**config.mk**
```make
export PLATFORM = sky130hd
export DESIGN_NAME = core_bus_arbiter
export DESIGN_NICKNAME = d
export VERILOG_FILES = /design/src/rtl/core_bus_arbiter.sv
export SDC_FILE = /design/constraint.sdc
export NUM_CORES = 1
export LEC_CHECK = 0
export ABC_AREA = 1
export BUFFER_PORTS_ARGS = -buffer_cell sky130_fd_sc_hd__buf_2
export CORE_ASPECT_RATIO = 0.5
export CORE_MARGIN = 2
export CORE_UTILIZATION = 62
export CTS_BUF_LIST = sky130_fd_sc_hd__clkbuf_8 sky130_fd_sc_hd__clkbuf_16
export CTS_CLUSTER_SIZE = 20
export DETAILED_ROUTE_END_ITERATION = 10
export HOLD_SLACK_MARGIN = 0.15
export PLACE_DENSITY = 0.92
export SKIP_LAST_GASP = 1
export SLEW_MARGIN = 20
export SYNTH_ARGS = -nofsm -noshare
export SYNTH_HDL_FRONTEND = slang
export SYNTH_SLANG_ARGS = --single-unit
```
**constraint.sdc**
```tcl
create_clock -name clk -period 3.3 [get_ports clk]
set_clock_uncertainty 0.2 [all_clocks]
set_input_delay 0.495 -clock clk [delete_from_list [all_inputs] [get_ports clk]]
set_output_delay 0.495 -clock clk [all_outputs]
set_load 0.005 [all_outputs]
```
**src/rtl/core_bus_arbiter.sv**
```systemverilog
`default_nettype none
// ============================================================================
//  Module      : core_bus_arbiter
//  Description : Round-robin arbiter that time-multiplexes four processing
//                cores onto the shared bus/control path. It holds each grant
//                for a bounded time slice, retires cores as they raise endp,
//                and flags completion of the whole run.
//  Ports       : clk         - system clock, rising edge
//                rst         - synchronous active-high reset
//                start       - one-cycle run start pulse (ignored while busy)
//                core_en     - participating cores, sampled on accepted start
//                core_req    - per-core bus request (level)
//                core_endp   - per-core program finished (level)
//                select_core - registered mux select, 0 = none, 1..4 = core
//                grant       - registered one-hot decode of select_core
//                busy        - registered, high while a run is in progress
//                all_done    - registered, high once every enabled core ended
//  Revision    : 1.0 - initial release
// ============================================================================
module core_bus_arbiter #(
    parameter int SLICE = 8
) (
    input  logic       clk,
    input  logic       rst,
    input  logic       start,
    input  logic [3:0] core_en,
    input  logic [3:0] core_req,
    input  logic [3:0] core_endp,
    output logic [2:0] select_core,
    output logic [3:0] grant,
    output logic       busy,
    output logic       all_done
);

    typedef enum logic [1:0] {
        IDLE  = 2'd0,
        ARB   = 2'd1,
        GRANT = 2'd2,
        DONE  = 2'd3
    } state_t;

    localparam logic [7:0] c_SLICE_LAST = 8'(SLICE - 1);
    localparam logic [2:0] c_PTR_RESET  = 3'd4;

    state_t     r_state,     w_state;
    logic [3:0] r_en_mask,   w_en_mask;
    logic [3:0] r_done_mask, w_done_mask;
    logic [2:0] r_ptr,       w_ptr;
    logic [7:0] r_cnt,       w_cnt;
    logic [2:0] r_sel,       w_sel;
    logic [3:0] r_grant,     w_grant;
    logic       r_busy,      w_busy;
    logic       r_all_done,  w_all_done;

    logic [3:0] w_done_upd;
    logic [3:0] w_elig;
    logic [3:0] w_cur_oh;
    logic       w_other;
    logic       w_slice_end;

    // One-hot decode of a core number (1..4); 0 decodes to no bits.
    function automatic logic [3:0] f_onehot(input logic [2:0] sel);
        logic [3:0] oh;
        case (sel)
            3'd1:    oh = 4'b0001;
            3'd2:    oh = 4'b0010;
            3'd3:    oh = 4'b0100;
            3'd4:    oh = 4'b1000;
            default: oh = 4'b0000;
        endcase
        return oh;
    endfunction

    // First eligible core searching ptr+1, ptr+2, ... with wrap 4->1.
    // Scanning from the farthest offset down lets the nearest one win.
    function automatic logic [2:0] f_pick(input logic [2:0] ptr, input logic [3:0] elig);
        logic [2:0] win;
        logic [1:0] idx;
        win = 3'd0;
        for (int off = 4; off >= 1; off--) begin
            // ptr is 1-based; adding 3 is subtracting 1 modulo 4
            idx = ptr[1:0] + 2'(off) + 2'd3;
            if (elig[idx]) begin
                win = {1'b0, idx} + 3'd1;
            end
        end
        return win;
    endfunction

    always_comb begin
        w_state     = r_state;
        w_en_mask   = r_en_mask;
        w_done_mask = r_done_mask;
        w_ptr       = r_ptr;
        w_cnt       = r_cnt;
        w_sel       = r_sel;
        w_busy      = r_busy;
        w_all_done  = r_all_done;

        // Finished cores are retired in the same cycle their endp is seen,
        // so they can never win this cycle's arbitration.
        w_done_upd  = r_done_mask | (core_endp & r_en_mask);
        w_elig      = core_req & r_en_mask & ~w_done_upd;
        w_cur_oh    = f_onehot(r_sel);
        w_other     = |(w_elig & ~w_cur_oh);
        w_slice_end = (r_cnt == c_SLICE_LAST);

        case (r_state)
            IDLE, DONE: begin
                w_sel = 3'd0;
                if (start) begin
                    if (core_en != 4'b0000) begin
                        w_state     = ARB;
                        w_en_mask   = core_en;
                        w_done_mask = 4'b0000;
                        w_ptr       = c_PTR_RESET;
                        w_busy      = 1'b1;
                        w_all_done  = 1'b0;
                    end else begin
                        w_state     = DONE;
                        w_busy      = 1'b0;
                        w_all_done  = 1'b1;
                    end
                end
            end
            ARB: begin
                w_done_mask = w_done_upd;
                w_sel       = 3'd0;
                if (w_done_upd == r_en_mask) begin
                    w_state    = DONE;
                    w_busy     = 1'b0;
                    w_all_done = 1'b1;
                end else if (|w_elig) begin
                    w_state = GRANT;
                    w_sel   = f_pick(r_ptr, w_elig);
                    w_cnt   = 8'd0;
                end
            end
            GRANT: begin
                w_done_mask = w_done_upd;
                // endp, dropped request and preemption all release the bus;
                // endp takes priority simply by being part of the same release.
                if ((|(core_endp & w_cur_oh)) ||
                    !(|(core_req & w_cur_oh)) ||
                    (w_slice_end && w_other)) begin
                    w_state = ARB;
                    w_ptr   = r_sel;
                    w_sel   = 3'd0;
                end else if (w_slice_end) begin
                    w_cnt = 8'd0;
                end else begin
                    w_cnt = r_cnt + 8'd1;
                end
            end
            default: begin
                w_state = IDLE;
                w_sel   = 3'd0;
            end
        endcase

        w_grant = f_onehot(w_sel);
    end

    always_ff @(posedge clk) begin
        if (rst) begin
            r_state     <= IDLE;
            r_en_mask   <= 4'b0000;
            r_done_mask <= 4'b0000;
            r_ptr       <= c_PTR_RESET;
            r_cnt       <= 8'd0;
            r_sel       <= 3'd0;
            r_grant     <= 4'b0000;
            r_busy      <= 1'b0;
            r_all_done  <= 1'b0;
        end else begin
            r_state     <= w_state;
            r_en_mask   <= w_en_mask;
            r_done_mask <= w_done_mask;
            r_ptr       <= w_ptr;
            r_cnt       <= w_cnt;
            r_sel       <= w_sel;
            r_grant     <= w_grant;
            r_busy      <= w_busy;
            r_all_done  <= w_all_done;
        end
    end

    assign select_core = r_sel;
    assign grant       = r_grant;
    assign busy        = r_busy;
    assign all_done    = r_all_done;

endmodule
`default_nettype wire
```
# == Word level (Yosys, flattened, before mapping) ==
# Cells that the tools add are included.
# word_totals
wordCells,119
out_inout_bits,9
ff_bits,29
input_bits,15
# classes
mux,44
n_eq_ne,21
magnitude_cmp,4
n_addsub,11
bitwise,9
n_reduce_logical,21
# ops
cell,count
$mux 8,4
$pmux 4 s4,2
$and 4x4->4,6
$mux 3,7
$mux 2,8
$pmux 8 s2,1
$reduce_or 4->1,4
$ne 2x2->1 const B,7
$add 2x1->3 const B,4
$eq 3x2->1 const B,4
$lt 2x3->1 const B,4
$add 2x2->2 const B,5
$mux 1,10
$pmux 3 s3,1
$reduce_and 3->1,3
$add 8x1->8 const B,1
$bmux 1 s2,4
$eq 8x3->1 const B,1
$mux 4,2
$not 4->4,2
$pmux 4 s2,1
$reduce_and 4->1,2
$eq 3x1->1 const B,2
$eq 3x3->1 const B,2
17 further kinds,23

# == Logic depth before layout (Yosys ltp) ==
# depth
depth_word,15
depth_mapped,16
mapped_depth_nobuf,15

# == Worst setup path before layout ==
# No wires, ideal clock.
# synth_path
path_type,reg2reg
startpoint,register r_ptr[0]
endpoint,"register r_grant[2], in the netlist grant[2]"
path_stages_with_launch,14
required_ns,3.035
synth_period_minus_slack_ns,2.177
t_arrival_ns,1.912
setup_ns,0.065
path_slack_ns,1.123
path_buffers,2
cell_sequence,dfxtp_1 -> buf_6 -> inv_2 -> ha_1 -> buf_2 -> xnor2_1 -> nand3_1 -> nand2_1 -> nor2_1 -> nand2_1 -> nand3_1 -> a21oi_1 -> nand2_1 -> nor2_1
# synth_between
elab_chain_len,12
elab_cells_between_ends,30
cone_classes,10 x add/sub; 4 x eq/ne; 16 x mux
# synth_lines
item,line,source
from (decl),48,"logic [2:0] r_ptr, w_ptr;"
from (signal assigned),169,r_ptr <= c_PTR_RESET;
from (signal assigned),179,r_ptr <= w_ptr;
$add 2x2->2,82,idx = ptr[1:0] + 2'(off) + 2'd3;
$add 2x2->2 / $bmux 1 s2 (equally long branches),"82, 83",
$bmux 1 s2 / $mux 1 (equally long branches),83,if (elig[idx]) begin
$mux 1 (implied by the code) / $mux 3 (equally long branches),83,
$mux 3 (2 in series),83,
$mux 3 *,83,
$mux 3 *,133,end else if (|w_elig) begin
$mux 3 *,129,if (w_done_upd == r_en_mask) begin
$pmux 3 s3 *,108,case (r_state)
"$eq 3x3->1, or another cell as far along",64,case (sel)
$pmux 4 s4 *,64,
to (signal assigned),182,r_grant <= w_grant;
to (decl),51,"logic [3:0] r_grant, w_grant;"
# Every way passes the cells marked *; elsewhere a longest branch is shown, timed or not. The select of a mux whose other input is x is not followed.
# A chain may end at the register's enable or synchronous reset.

# == Worst setup path after layout ==
# layout_path
startpoint,register r_ptr[0]
endpoint,"register r_grant[1], in the netlist grant[1]"
# The elaborated chain is that of the path after synthesis.

==> results by group <==
Run status
  • Outcome: finished clean

Yosys
  • Cells after synthesis: 315
  • Synth cell types: 34
  • Sequential fraction of the synthesis area: 0.293
  • Count leader, synth: nand2_1
  • Mapped Avg Cell Area: 6.28 µm²
  • Post-synth EDFFs: 0
  • #FFs+latches synth: 29
  • Yosys top cell area share: 0.293
  • Synth Flop Type: dfxtp_1
  • Commonest cells post-synth: 84 x nand2_1, 48 x nor2_1, 40 x nand3_1
  • Post-synth design cell area: 0.00198 mm²
  • Cell taking the most area after synthesis: dfxtp_1
  • Top post-synthesis cells by area: dfxtp_1 29%, nand2_1 16%, nand3_1 10%
  • Mapped Nets: about 340
  • Yosys warning count: 0
  • Post-synthesis async set-or-reset flop share: 0

Hold path
  • Worst Hold Class: flop to flop
  • Hold Path Sink: busy
  • Hold_sp: busy
  • WHS Path Cells: 2

Cells and area
  • Layout cells sized above 1: 0.144
  • # nets final: about 360
  • Core Util, Final: 0.733
  • FILL cells: around 240
  • # diodes: 0
  • Area Growth Syn to Fin: 12.2%

Clock tree
  • CTS resizes: 0
  • Clock root buffer master: clkbuf_8
  • Largest buffer count on any clock path: 2
  • CTS tree: done
  • Clock Latency Late Sink: roughly 0.28 ns
  • TritonCTS Sinks: 29
  • Hold-fix buffers, CTS: 0
  • Clk slew on worst S/H paths: 0.07 ns
  • Post CTS Setup Buffer Count: 0
  • Htree depth: 2
  • CTS buffer count: 5

Setup path
  • Worst path most repeated cell: nand2_1
  • Crit. End Element: flop
  • R2R depth: 11
  • CP max stage delay: ~0.54 ns
  • CP Data Arrival Time: roughly 2.6 ns
  • Crit path kind: flop to flop
  • Critical path required time: 3.32 ns
  • Reg2Reg Setup Slack: slightly above 0.7 ns
  • Critical R2R Launch: r_ptr[0]
  • Worst path cell trace: inv_2 -> ha_1 -> xnor2_1 -> nand3_1 -> nand2_1 -> nor2_1 -> nand2_1 -> nand3_1 -> a21oi_1 -> nand2_1 -> nor2_1
  • Worst-path fanout max: 10
  • Critical-path top delay cell: dfxtp_1
  • R2r endpoint: grant[1]
  • Setup crit start kind: flop

Floorplan
  • Die X: ~84 µm
  • I/O pin total: 24
  • Die Area: around 0.0037 mm²
  • Die H: approximately 44 µm
  • Core region area: around 0.0030 mm²
  • Row cnt: 14
  • Initial Utilization: 0.653

Place
  • Port bufs: 23
  • Hpwl dp: approximately 3500 µm
  • GPL Wtd Cong: 0.949

Timing
  • Final Critical Period: approximately 2.6 ns
  • Fin. Hold Viols: 0
  • Max frequency: around 390 MHz
  • Final Slew Violations: 0
  • Final setup fails: 0
  • Max transition margin: 0.652
  • Fin crit share: 0.785
  • Setup TNS Final: 0 ns
  • Worst Max-Slew Pin Slew: 0.517 ns
  • RSZ-0062 raised after global routing: false

Detailed routing
  • DR WL met2: 2280 µm
  • Via count: 2112
  • WL met1: between 2000 and 2500 µm
  • Starting DRT DRC Count: 180
  • DR WL met3: 412 µm
  • DR pass1 iterations: 5
  • Vias per inst: ~5.6
  • Routed len/inst: 12.7 µm
  • DRC Markers: 0
  • DR top layer: met4
  • Number of routed nets with antenna violations: 0
  • Routed WL: 4840 µm

GRT
  • Vias in the first global route: approximately 1900
  • Largest net degree at the start of global routing: 13
  • Initial antenna violation count: 0
  • Gr ovfl total: 0
  • GRT Util Overall: 0.275
  • First-pass GRT wire length: between 8000 and 9000 µm

Power
  • Total power: approximately 1.7 mW
  • Worst IR drop on VDD: between 0.3 and 0.4 mV
  • Leak pwr: 1.09 nW
  • PD cells: approximately 790 mW/mm²

Job
  • Max-cap viol count: 0
==> logic make-up (layout without fill, tap and decap cells) <==
logic type	Yosys count	after routing	synth area share
buf+inv	43	68	0.0929
compound gates	30	30	0.0796
fa+ha+maj	7	7	0.0442
xor+xnor	5	5	0.0221
flops	29	29	0.293
simple gates	201	201	0.468
==> how the worst max path moves through the flow <==
stage	startpoint	endpoint	slack, ns	cells after the start
finish	r_ptr[0]	grant[1]	0.71	11
global route	r_ptr[0]	grant[1]	0.46	11
CTS	r_ptr[0]	grant[0]	0.74	11
detailed placement	r_ptr[0]	grant[0]	0.76	11
global placement	r_ptr[0]	grant[1]	0.92	11
floorplan	r_ptr[0]	grant[2]	1.12	13
==> layer usage <==
metal,GRT usage,up-vias
met1,0.345,954
met3,0.0667,8
met2,0.483,86
met5,0,-
met4,0.0806,0
li1,-,1064
==> cells in the final DEF (no fill, tap or decap), drive strengths merged <==
cell,count
a21oi,19
a31oi,1
buf,23
bufinv,1
clkbuf,6
clkinv,2
clkinvlp,1
dfxtp,29
ha,7
inv,35
nand2,87
nand3,41
nand4,7
nor2,52
nor3,8
nor3b,1
nor4,3
o21ai,9
o21bai,1
or2,2
xnor2,2
xor2,3
==> per-stage QoR <==
stage	hold WS [ns]	setup slack (ns)	cells	instance area, µm²
2_1_floorplan	0.237	1.12	315	1980
3_3_place_gp	0.226	0.924	372	2100
3_5_place_dp	0.236	0.762	372	2100
4_1_cts	0.247	0.745	380	2220
5_1_grt	0.275	0.457	380	2220
6_report	0.245	0.708	380	2220
==> cell type report <==
cell class                      instances  area, µm²  share of cell area
Multi-Input combinational cell        243       1210               0.547
Sequential cell                        29        581               0.261
Inverter                               37        140              0.0631
Timing Repair Buffer                   23        115              0.0518
Clock buffer                            6       82.6              0.0372
Tap cell                               40       50.0              0.0225
Clock inverter                          2       37.5              0.0169
==> sequential cells by signal (all words and copies together) (netlist names), 2 cells and up <==
register	flops
r_state	2
r_en_mask	4
r_done_mask	4
select_core	3
r_cnt	8
grant	4
r_ptr	2
==> worst max-delay path, delay by kind of cell (launching register included) <==
| family | cells | cell delay [ns] |
|---|---|---|
| compound gates | 1 | 0.26 |
| buf+inv | 1 | 0.15 |
| xor+xnor | 1 | 0.27 |
| simple gates | 7 | 0.68 |
| flops | 1 | 0.54 |
| fa+ha+maj | 1 | 0.43 |
==> power breakdown <==
| part | total (mW) | internal, mW | switching, mW |
|---|---|---|---|
| Clock | 0.391 | 0.245 | 0.146 |
| Combinational | 0.880 | 0.286 | 0.594 |
| Sequential | 0.474 | 0.413 | 0.0609 |
| Total | 1.74 | 0.944 | 0.801 |
Note: power is estimated with default switching activity, not from simulation.
